===== src/rtl/regfl_rdport.sv =====
`default_nettype none
// ============================================================================
// Module   : regfl_rdport
// Purpose  : Read port for the 8-entry register file; serves single-word and
//            wrapping burst reads into a one-entry registered response slot.
// Revision : 1.0
// ============================================================================
module regfl_rdport #(
    parameter int W = 64
) (
    input  logic           clk,
    input  logic           rst,
    input  logic [8*W-1:0] q_all,
    input  logic           req_valid,
    output logic           req_ready,
    input  logic [2:0]     req_addr,
    input  logic [2:0]     req_len,
    output logic           rsp_valid,
    input  logic           rsp_ready,
    output logic [W-1:0]   rsp_data,
    output logic [2:0]     rsp_addr,
    output logic           rsp_last,
    output logic           busy
);

    localparam logic [0:0] S_IDLE  = 1'b0;
    localparam logic [0:0] S_BURST = 1'b1;

    logic [0:0]   r_state;
    logic [2:0]   r_left;
    logic [2:0]   r_next_addr;
    logic         r_rsp_valid;
    logic [W-1:0] r_rsp_data;
    logic [2:0]   r_rsp_addr;
    logic         r_rsp_last;

    logic [W-1:0] w_words [8];
    logic         w_slot_free;
    logic         w_accept;
    logic [2:0]   w_rd_idx;
    logic [W-1:0] w_rd_word;

    // Register 0 lives in the MSBs of the flattened bus.
    for (genvar g = 0; g < 8; g++) begin : g_unpack
        assign w_words[g] = q_all[8*W-1-g*W -: W];
    end

    assign w_slot_free = !r_rsp_valid || rsp_ready;
    assign req_ready   = (r_state == S_IDLE) && w_slot_free && !rst;
    assign w_accept    = req_valid && req_ready;
    assign w_rd_idx    = (r_state == S_BURST) ? r_next_addr : req_addr;
    assign w_rd_word   = w_words[w_rd_idx];

    always_ff @(posedge clk) begin
        if (rst) begin
            r_state     <= S_IDLE;
            r_left      <= 3'd0;
            r_next_addr <= 3'd0;
            r_rsp_valid <= 1'b0;
            r_rsp_data  <= '0;
            r_rsp_addr  <= 3'd0;
            r_rsp_last  <= 1'b0;
        end else begin
            case (r_state)
                S_IDLE: begin
                    if (w_accept) begin
                        r_rsp_valid <= 1'b1;
                        r_rsp_data  <= w_rd_word;
                        r_rsp_addr  <= req_addr;
                        r_rsp_last  <= (req_len == 3'd0);
                        if (req_len != 3'd0) begin
                            r_left      <= req_len;
                            r_next_addr <= req_addr + 3'd1;
                            r_state     <= S_BURST;
                        end
                    end else if (w_slot_free) begin
                        r_rsp_valid <= 1'b0;
                    end
                end
                S_BURST: begin
                    // IDLE is entered on the edge loading the last beat, so a
                    // new request can be taken while that beat is consumed.
                    if (w_slot_free) begin
                        r_rsp_valid <= 1'b1;
                        r_rsp_data  <= w_rd_word;
                        r_rsp_addr  <= r_next_addr;
                        r_rsp_last  <= (r_left == 3'd1);
                        r_next_addr <= r_next_addr + 3'd1;
                        r_left      <= r_left - 3'd1;
                        if (r_left == 3'd1) begin
                            r_state <= S_IDLE;
                        end
                    end
                end
                default: r_state <= S_IDLE;
            endcase
        end
    end

    assign rsp_valid = r_rsp_valid;
    assign rsp_data  = r_rsp_data;
    assign rsp_addr  = r_rsp_addr;
    assign rsp_last  = r_rsp_last;
    assign busy      = (r_state == S_BURST);

endmodule
`default_nettype wire

===== config.mk =====
export PLATFORM = sky130hd
export DESIGN_NAME = regfl_rdport
export DESIGN_NICKNAME = d
export VERILOG_FILES = /design/src/rtl/regfl_rdport.sv
export SDC_FILE = /design/constraint.sdc
export NUM_CORES = 1
export LEC_CHECK = 0
export ABC_CLOCK_PERIOD_IN_PS = 2300
export BUFFER_PORTS_ARGS = -buffer_cell sky130_fd_sc_hd__buf_2
export CORE_AREA = 2 2 228 230
export DETAILED_ROUTE_END_ITERATION = 6
export DIE_AREA = 0 0 230 232
export MAX_ROUTING_LAYER = met4
export PLACE_DENSITY = 0.48
export SYNTH_ARGS = -nofsm -noshare
export SYNTH_HDL_FRONTEND = slang
export SYNTH_SLANG_ARGS = --single-unit

===== constraint.sdc =====
create_clock -name clk -period 2.3 [get_ports clk]
set_clock_uncertainty 0.15 [all_clocks]
set_input_delay 0.115 -clock clk [delete_from_list [all_inputs] [get_ports clk]]
set_output_delay 0.115 -clock clk [all_outputs]
set_load 0.01 [all_outputs]

==> results.md, run 1 <==
* Register area share after synthesis at 0.223
* Port Buffer Count at 592
* Logic pwr share at 0.457
* Die height at about 230 um
* Buffers inserted by post-CTS timing repair at 0
* Met3 capacity usage during global routing at 0.0303
* WL final at around 37 mm
* Nets at 1921
* Pwr Total at 6080 uW
* PwrDens at a little over 500 nW/um^2
* Detail Placement HPWL at 30.5 mm
* Min cycle time layout at ~2.2 ns
* Most frequent cells in the layout: buf_2, mux2i_1, o22ai_1, dlygate4sd3_1, dfxtp_1
* Cells after DPL at roughly 2000
* Max-slew headroom at 0.604
* Most common cell after layout, fill and taps aside: buf_2
* Initial core utilization at 0.134
* Setup crit end kind: flip-flop
* Overall fraction of global-route tracks in use at 0.136
* Hold Vio Cnt, Final at 0
* Post-route ant nets at 0
* Non-Filler Instances at between 2000 and 2500
* RSZ-0062 raised after global routing: false
* Synth Net Count at between 1000 and 1500
* Drt via density at 4.19
* Worst vdd ir at 0.354 mV
* DRT Pass-1 Iters at 5
* First-pass GRT wire length at 53.3 mm
* Cell internal pwr at between 3000 and 4000 uW
* CTS sink count at 76
* Synth async-reset ratio at 0
* Ports at 593
* Vias in the first global route at approximately 9000
* Ys flop type: dfxtp_1
* Final Slew Violations at 0
* Finished Cell Area at between 10000 and 15000 sq um
* Finish-stage setup viols at 0
* Clock power frac at 0.285
* Most Crowded Layer GR: met2
* Avg WL per Cell at approximately 18 um
* Critical path peak fanout at 13
* Worst path arrival time at approximately 2.4 ns
* Hold path depth at 4
* Rows at 83
* Tcrit/Tclk final at 0.976
* Synth warn at 0
* Remaining DRCs at 0
* Area after DPL at 10900 sq um
* Die ar. at around 53000 sq um
* Clk_lat worst skew at ~0.37 ns
* Share of total power in sequential cells at 0.257
* Number of enable flip-flop cells after synthesis at 0
* Core ar. at 50900 sq um
* Grt met1 use at 0.152
* Required time of the critical path at 2.41 ns
* Max Cap Violations at 0
* Reg clk slew, reported paths at around 0.07 ns
* Clk buf depth at 2
* Sw Ratio at 0.351
* Pin count of the biggest net entering global routing at 61
* H-tree depth at 3
* #FFs+latches synth at between 70 and 80
* R2R depth at 6
* Setup CP Type: flip-flop to flip-flop
* Inserted Clock Buffers at 9
* Worst hold path class: input port to flip-flop
* Status: finished, final reports clean
* Cells after Synth at 737
* Initial antenna violation count at 2
* Switching pwr at about 2100 uW
* Met2 usage at 0.242
* Area grow syn2layout at 76.2%
* CTS tree: yes
* Fmax at ~450 MHz
* Post-synth cell types at 32
* Worst-margin pin slew at roughly 0.58 ns
* Initial DRC Count at approximately 260
* Cell Area, Synth at approximately 7000 sq um
* Layout cells sized above 1 at 0.483
* Routability cong. at between 0.8 and 0.9
* Critical Path Start Type: flip-flop
* Die Width at about 230 um
* GRT overflow at 0
* LEAKAGE at ~0.006 uW
* Mean Syn Cell Area at between 9 and 10 sq um
* Root Driver: clkbuf_16
* Vias post-DR at between 8000 and 9000
-- worst max-delay path, stage by stage, from the launching register on --
cell	delay (ns)
dfxtp_2	0.37
mux2i_4	0.31
inv_8	0.12
mux2i_1	0.49
o22ai_1	0.18
buf_4	0.18
o311a_1	0.31
-- per-stage QoR --
step                hold slack [ns]  setup WS, ns  setup TNS (ns)   util
finish                       0.0429        0.0550               0  0.236
global route                 0.0275       0.00183               0  0.236
CTS                        0.000338        0.0561               0  0.236
detailed placement            0.238       -0.0131         -0.0193  0.214
global placement              0.234        0.0397               0  0.214
floorplan                    0.0371         0.104               0      -
-- path summary, 6_finish.rpt --
| path | from | end | slack, ns |
|---|---|---|---|
| max | busy$_SDFF_PP0_ | rsp_data[21]$_SDFFE_PP0P_ | 0.05 |
| min | q_all[203] | rsp_data[11]$_SDFFE_PP0P_ | 0.04 |
| max reg2reg | busy$_SDFF_PP0_ | rsp_data[21]$_SDFFE_PP0P_ | 0.05 |
| min reg2reg | r_left[1]$_SDFFE_PP0P_ | r_left[1]$_SDFFE_PP0P_ | 0.30 |
-- Yosys cell counts (all sizes together), types with 2 or more instances --
cell type / count / area share
ha: 3 / 0.0055
clkbuf: 43 / 0.024
nor2b: 7 / 0.0064
buf: 35 / 0.039
nand2: 4 / 0.0022
o21ai: 4 / 0.0029
nand2b: 48 / 0.044
a21oi: 7 / 0.0051
a211oi: 3 / 0.0033
a32oi: 4 / 0.0095
o21a: 20 / 0.022
o31a: 19 / 0.024
nor2: 9 / 0.0049
nor3: 3 / 0.0022
o311a: 46 / 0.067
nor4: 2 / 0.0018
dfxtp: 76 / 0.22
o22ai: 128 / 0.12
mux2i: 259 / 0.38
o211ai: 2 / 0.0022
nand3: 2 / 0.0015
inv: 8 / 0.0044
-- cell type report --
| type | count | area [sq um] |
|---|---|---|
| fillers | 5584 | 38900 |
| multi-input cells | 575 | 4910 |
| repair buffers | 726 | 4360 |
| flip-flops and latches | 76 | 1520 |
| well taps | 680 | 851 |
| clock buffers | 9 | 225 |
| clock inverters | 7 | 125 |
| inverters | 8 | 37.5 |
| diodes | 2 | 5.00 |
-- cells by family after synthesis --
kind of cell	Yosys count	synth area share
flops	76	0.223
mux	260	0.383
fa+ha+maj	3	0.00550
simple gates	78	0.0659
buf+inv	86	0.0674
compound gates	234	0.255
-- registers in the layout, indices dropped and copies added (netlist names) --
name / flops
rsp_data: 64
r_left: 3
r_next_addr: 3
rsp_addr: 3
busy: 1
rsp_last: 1
rsp_valid: 1
-- layer usage --
metal  vias up  part of all wire
met3        32             0.056
met5         -                 0
li1       4239                 -
met4         0             0.020
met1      4050              0.41
met2       411              0.51
-- timing repair --
| action | in CTS | in global routing |
|---|---|---|
| setup endpoints to repair | 7 | 27 |
| gates resized for setup | 1 | 6 |
| hold endpoints to repair | 39 | 0 |
| hold buffers | 77 | 0 |
-- power by group through the flow --
stage	logic, uW	registers, uW	clock network, uW
after floorplan	1420	1650	0
after global placement	2670	1590	0
after detailed placement	2680	1590	0
after CTS	2790	1570	1850
after global routing	3000	1580	1880
final	2780	1560	1730
No activity file was read; power rests on OpenSTA's default activity.
==> inputs of run 2 (changes only) <==
--- a/config.mk
+++ b/config.mk
@@ -7,11 +7,13 @@
 export LEC_CHECK = 0
 export ABC_CLOCK_PERIOD_IN_PS = 2300
 export BUFFER_PORTS_ARGS = -buffer_cell sky130_fd_sc_hd__buf_2
-export CORE_AREA = 2 2 228 230
+export CELL_PAD_IN_SITES_DETAIL_PLACEMENT = 1
+export CELL_PAD_IN_SITES_GLOBAL_PLACEMENT = 2
+export CORE_AREA = 2 2 229 231
 export DETAILED_ROUTE_END_ITERATION = 6
-export DIE_AREA = 0 0 230 232
+export DIE_AREA = 0 0 231 233
 export MAX_ROUTING_LAYER = met4
-export PLACE_DENSITY = 0.48
+export PLACE_DENSITY = 0.72
 export SYNTH_ARGS = -nofsm -noshare
 export SYNTH_HDL_FRONTEND = slang
 export SYNTH_SLANG_ARGS = --single-unit
==> results.md, run 2 (synthesis results as in run 1) <==
* Finish-stage setup viols at 0
* Pin count of the biggest net entering global routing at 71
* CP Cell Sequence: mux2i_4, inv_8, buf_4, mux2i_1, o22ai_1, o311a_1
* Cell internal pwr at approximately 3900 uW
* Ports at a little under 600
* Area after DPL at about 11000 sq um
* Inserted Clock Buffers at 9
* Drt via density at 4.20
* Reg area at approximately 1500 sq um
* Worst vdd ir at between 0.2 and 0.3 mV
* Core ar. at 51100 sq um
* Sw Ratio at 0.360
* Buffers inserted by post-CTS timing repair at 0
* Area grow syn2layout at 77.0%
* CTS tree: yes
* Logic pwr share at 0.464
* Reg clk slew, reported paths at ~0.070 ns
* Setup crit end kind: flip-flop
* First-pass GRT wire length at approximately 57 mm
* Most frequent cells in the layout: buf_2, mux2i_1, o22ai_1, dlygate4sd3_1, dfxtp_1
* Largest stage delay, worst path at between 0.3 and 0.4 ns
* Overall fraction of global-route tracks in use at 0.146
* LEAKAGE at about 0.006 uW
* WL final at slightly below 40 mm
* Port Buffer Count at slightly below 600
* Worst path arrival time at between 2 and 2.5 ns
* Pwr Total at between 6000 and 7000 uW
* Filler cells at about 6200
* GRT overflow at 0
* Max Cap Violations at 0
* Nets at about 1900
* Hold Vio Cnt, Final at 0
* PwrDens at about 500 nW/um^2
* Avg WL per Cell at 19.0 um
* Layout cells sized above 1 at 0.476
* Fmax at ~450 MHz
* Detail Placement HPWL at 31.7 mm
* Largest register FFs at between 60 and 70
* Initial core utilization at 0.134
* Worst hold path class: input port to flip-flop
* Hold path depth at 4
* Die ar. at approximately 54000 sq um
* Root Driver: clkbuf_16
* Setup CP Type: flip-flop to flip-flop
* Clock power frac at 0.279
* Max-slew headroom at 0.636
* RSZ-0062 raised after global routing: false
* Initial antenna violation count at 5
* Min cycle time layout at ~2.2 ns
* Final Slew Violations at 0
* Tcrit/Tclk final at 0.970
* Initial DRC Count at 182
* Vias post-DR at around 8800
* Most common cell after layout, fill and taps aside: buf_2
* Multi-input gate area at approximately 4900 sq um
* Die Width at roughly 230 um
* Clk_lat worst skew at around 0.38 ns
* Switching pwr at ~2200 uW
* Required time of the critical path at between 2 and 2.5 ns
* DRT Pass-1 Iters at 4
* Critical path peak fanout at 16
* Status: finished, final reports clean
* Post-route ant nets at 0
* Clk buf depth at 2
* Critical Path Start Type: flip-flop
* Die height at 233 um
* Crit-path slowest cell: dfxtp_1
* Routability cong. at around 0.91
* Vias in the first global route at roughly 9600
* H-tree depth at 3
* Remaining DRCs at 0
* Rows at 83
* Min Hold Slack at ~0.035 ns
* Worst-margin pin slew at ~0.55 ns
* R2R depth at 6
* Share of total power in sequential cells at 0.257
* CTS sink count at 76
* Finished Cell Area at roughly 12000 sq um
==> run 2: changes by cell type in the layout (fill, tap and decap cells not counted), sizes merged <==
cell | previous run | this run
diode | 2 | 3
bufinv | 3 | 2
clkinv | 4 | 0
clkbuf | 9 | 11
dlygate4sd3 | 77 | 89
clkinvlp | 0 | 2
inv | 8 | 9
buf | 649 | 644
==> run 2: final timing paths <==
kind | to | start | slack [ns]
min reg2reg | r_left[1]$_SDFFE_PP0P_ | r_left[1]$_SDFFE_PP0P_ | 0.31
max reg2reg | rsp_data[57]$_SDFFE_PP0P_ | busy$_SDFF_PP0_ | 0.07
max | rsp_data[57]$_SDFFE_PP0P_ | busy$_SDFF_PP0_ | 0.07
min | rsp_data[40]$_SDFFE_PP0P_ | q_all[296] | 0.04
==> run 2: final cells by class <==
type,count,share of cell area
diodes,3,0.000621
clock buffers,11,0.0201
multi-input cells,575,0.406
clock inverters,5,0.00693
well taps,680,0.0704
flip-flops and latches,76,0.126
inverters,8,0.00310
repair buffers,733,0.367
==> run 2: per-layer routing <==
layer / track usage / share of wire
met1: 0.156 / 0.40
met2: 0.258 / 0.51
met5: - / 0
met4: 0.0623 / 0.029
met3: 0.0319 / 0.060
==> run 2: through the flow <==
step | worst slack (ns) | utilization | TNS (ns) | cells
after floorplan | 0.104 | - | 0 | 737
after global placement | -0.0650 | 0.212 | -0.0650 | 1983
after detailed placement | -0.0435 | 0.212 | -0.0435 | 1983
after CTS | 0.0546 | 0.236 | 0 | 2088
after global routing | 0.00238 | 0.237 | 0 | 2091
final | 0.0686 | 0.237 | 0 | 2091
==> run 2: power by group through the flow <==
stage	Sequential, uW	Clock, uW	Combinational [uW]
final	1550	1680	2810
after global routing	1570	1830	3040
after floorplan	1650	0	1420
after CTS	1550	1790	2830
after detailed placement	1580	0	2700
after global placement	1570	0	2660
==> run 2: what timing repair did <==
| item | CTS | global route |
|---|---|---|
| endpoints found under the hold margin | 40 | 0 |
| gates resized for setup | 1 | 1 |
| cloned | 0 | 0 |
| endpoints found under the setup margin | 1 | 1 |
| hold buffers | 89 | 0 |
==> run 2: critical path: cells and delay by family (launching register included) <==
kind / cells / cell delay, ns
buf+inv: 2 / 0.36
mux: 2 / 0.61
compound gates: 2 / 0.60
flops: 1 / 0.39
==> inputs of run 3 (changes only) <==
--- a/config.mk
+++ b/config.mk
@@ -12,6 +12,7 @@
 export CORE_AREA = 2 2 229 231
 export DETAILED_ROUTE_END_ITERATION = 6
 export DIE_AREA = 0 0 231 233
+export GPL_TIMING_DRIVEN = 0
 export MAX_ROUTING_LAYER = met4
 export PLACE_DENSITY = 0.72
 export SYNTH_ARGS = -nofsm -noshare
==> results.md, run 3 (synthesis results as in run 1) <==
* Worst-margin pin slew at a little over 0.9 ns
* CTS sink count at 76
* Worst path arrival time at 2.40 ns
* Vias in the first global route at slightly above 10000
* Most frequent cells in the layout: buf_2, mux2i_1, o22ai_1, dfxtp_1, nand2b_1
* Most common cell after layout, fill and taps aside: buf_2
* Final Slew Violations at 0
* Filler cells at approximately 6100
* Initial core utilization at 0.134
* Fmax at around 440 MHz
* Hold Vio Cnt, Final at 0
* Reg clk slew, reported paths at ~0.070 ns
* Avg WL per Cell at about 23 um
* Reg-to-reg slack, setup at approximately 0.021 ns
* Worst Setup SP: busy$_SDFF_PP0_
* Cell internal pwr at 3940 uW
* CTS tree: yes
* Finish-stage setup viols at 0
* Nets at 1934
* Vias post-DR at approximately 9000
* Clock power frac at 0.243
* Largest register FFs at between 60 and 70
* Core ar. at about 50000 sq um
* Clk buf depth at 2
* Tcrit/Tclk final at 0.991
* Worst hold path class: input port to flip-flop
* Worst vdd ir at 0.289 mV
* Port Buffer Count at between 500 and 600
* Drt via density at between 4 and 5
* Switching pwr at around 2400 uW
* Ports at 593
* Logic pwr share at 0.512
* Max Cap Violations at 0
* LEAKAGE at around 0.0061 uW
* Critical path peak fanout at 10
* Initial antenna violation count at 5
* Post-route ant nets at 0
* H-tree depth at 3
* Area grow syn2layout at 82.2%
* Reg2Reg Capture Point: rsp_data[34]$_SDFFE_PP0P_
* GRT overflow at 0
* Root Driver: clkbuf_16
* Layout cells sized above 1 at 0.530
* Non-Filler Instances at 2099
* Initial DRC Count at about 210
* Overall fraction of global-route tracks in use at 0.180
* RSZ-0062 raised after global routing: true
* Cells after DPL at approximately 2000
* Status: finished, final reports clean
* Setup crit end kind: flip-flop
* Routability cong. at between 0.8 and 0.9
* Rows at 83
* WL final at 48.6 mm
* DRT Pass-1 Iters at 4
* Remaining DRCs at 0
* Hold path depth at 4
* Share of total power in sequential cells at 0.244
* Min Hold Slack at 0.0346 ns
* FF-to-FF Start: busy$_SDFF_PP0_
* Die ar. at around 54000 sq um
* Sw Ratio at 0.383
* Min cycle time layout at between 2 and 2.5 ns
* Setup CP Type: flip-flop to flip-flop
* Detail Placement HPWL at 39.5 mm
* Critical Path Start Type: flip-flop
* End of the critical path: rsp_data[34]$_SDFFE_PP0P_
* First-pass GRT wire length at 67.5 mm
* Pin count of the biggest net entering global routing at 20
* Die Width at around 230 um
* Clk_lat worst skew at between 0.3 and 0.4 ns
* Inserted Clock Buffers at 9
* PwrDens at just over 500 nW/um^2
* Required time of the critical path at between 2 and 2.5 ns
* R2R depth at 9
* Max-slew headroom at 0.389
* Post-layout util at 0.244
* Die height at 233 um
[run 3: cell count changes in the layout (fill, tap and decap cells not counted), moves of 7 or more]
cell           delta
o22ai_1           -7
buf_4            -17
mux2i_2          +19
dlygate4sd3_1    -43
buf_8             +9
mux2i_4          +13
clkbuf_2         +21
clkbuf_1         +12
mux2i_1          -32
[run 3: layout make-up]
type                       count  area [sq um]  area share
clock buffer                  10           239      0.0192
clock inverter                 6          61.3     0.00493
timing repair buffer         665          3800       0.305
tap                          680           851      0.0684
antenna                        5          12.5     0.00101
buffer                        74           724      0.0582
inverter                       8          37.5     0.00302
multi-input combinational    575          5200       0.418
sequential                    76          1530       0.123
[run 3: per-stage QoR]
stage	setup TNS (ns)	area (sq um)	setup slack (ns)	power, uW
final	0	12400	0.0211	6380
after global routing	-0.512	12400	-0.0399	6770
after CTS	-0.0583	12200	-0.0194	6420
after detailed placement	-68.86	10600	-1.43	4390
after global placement	-66.30	10600	-1.41	4340
after floorplan	0	6830	0.104	3070
[run 3: worst max-delay path, stage by stage, from the launching register on]
cell     delay, ns
dfxtp_2       0.33
buf_6         0.14
mux2i_4       0.19
buf_12        0.15
inv_8         0.09
buf_16        0.17
buf_6         0.19
mux2i_1       0.24
o22ai_2       0.16
o311a_1       0.35
[run 3: layer usage]
layer / routed length, um / track usage
met5: 0 / -
met3: 2560 / 0.0341
met4: 1040 / 0.0478
met2: 25300 / 0.324
met1: 19700 / 0.202
[run 3: repair_timing]
item,CTS,global route
endpoints found under the setup margin,70,60
pin swaps,5,1
hold endpoints to repair,27,0
setup buffers,18,5
hold buffers,46,0
cloned,3,1
gates resized for setup,122,54
[run 3: power by group through the flow]
stage                     combinational (uW)  clock [uW]  sequential (uW)
after global placement                  2770           0             1570
final                                   3270        1550             1560
after floorplan                         1420           0             1650
after detailed placement                2800           0             1580
after global routing                    3510        1690             1580
after CTS                               3210        1660             1560
[run 3: worst min path at each step]
stage	from	end	slack (ns)
CTS	q_all[132]	rsp_data[4]$_SDFFE_PP0P_	0.0002
global route	q_all[80]	rsp_data[16]$_SDFFE_PP0P_	0.03
global placement	rst	rsp_addr[2]$_SDFFE_PP0P_	0.23
detailed placement	rst	busy$_SDFF_PP0_	0.24
finish	q_all[129]	rsp_data[1]$_SDFFE_PP0P_	0.03
floorplan	rst	rsp_addr[2]$_SDFFE_PP0P_	0.04
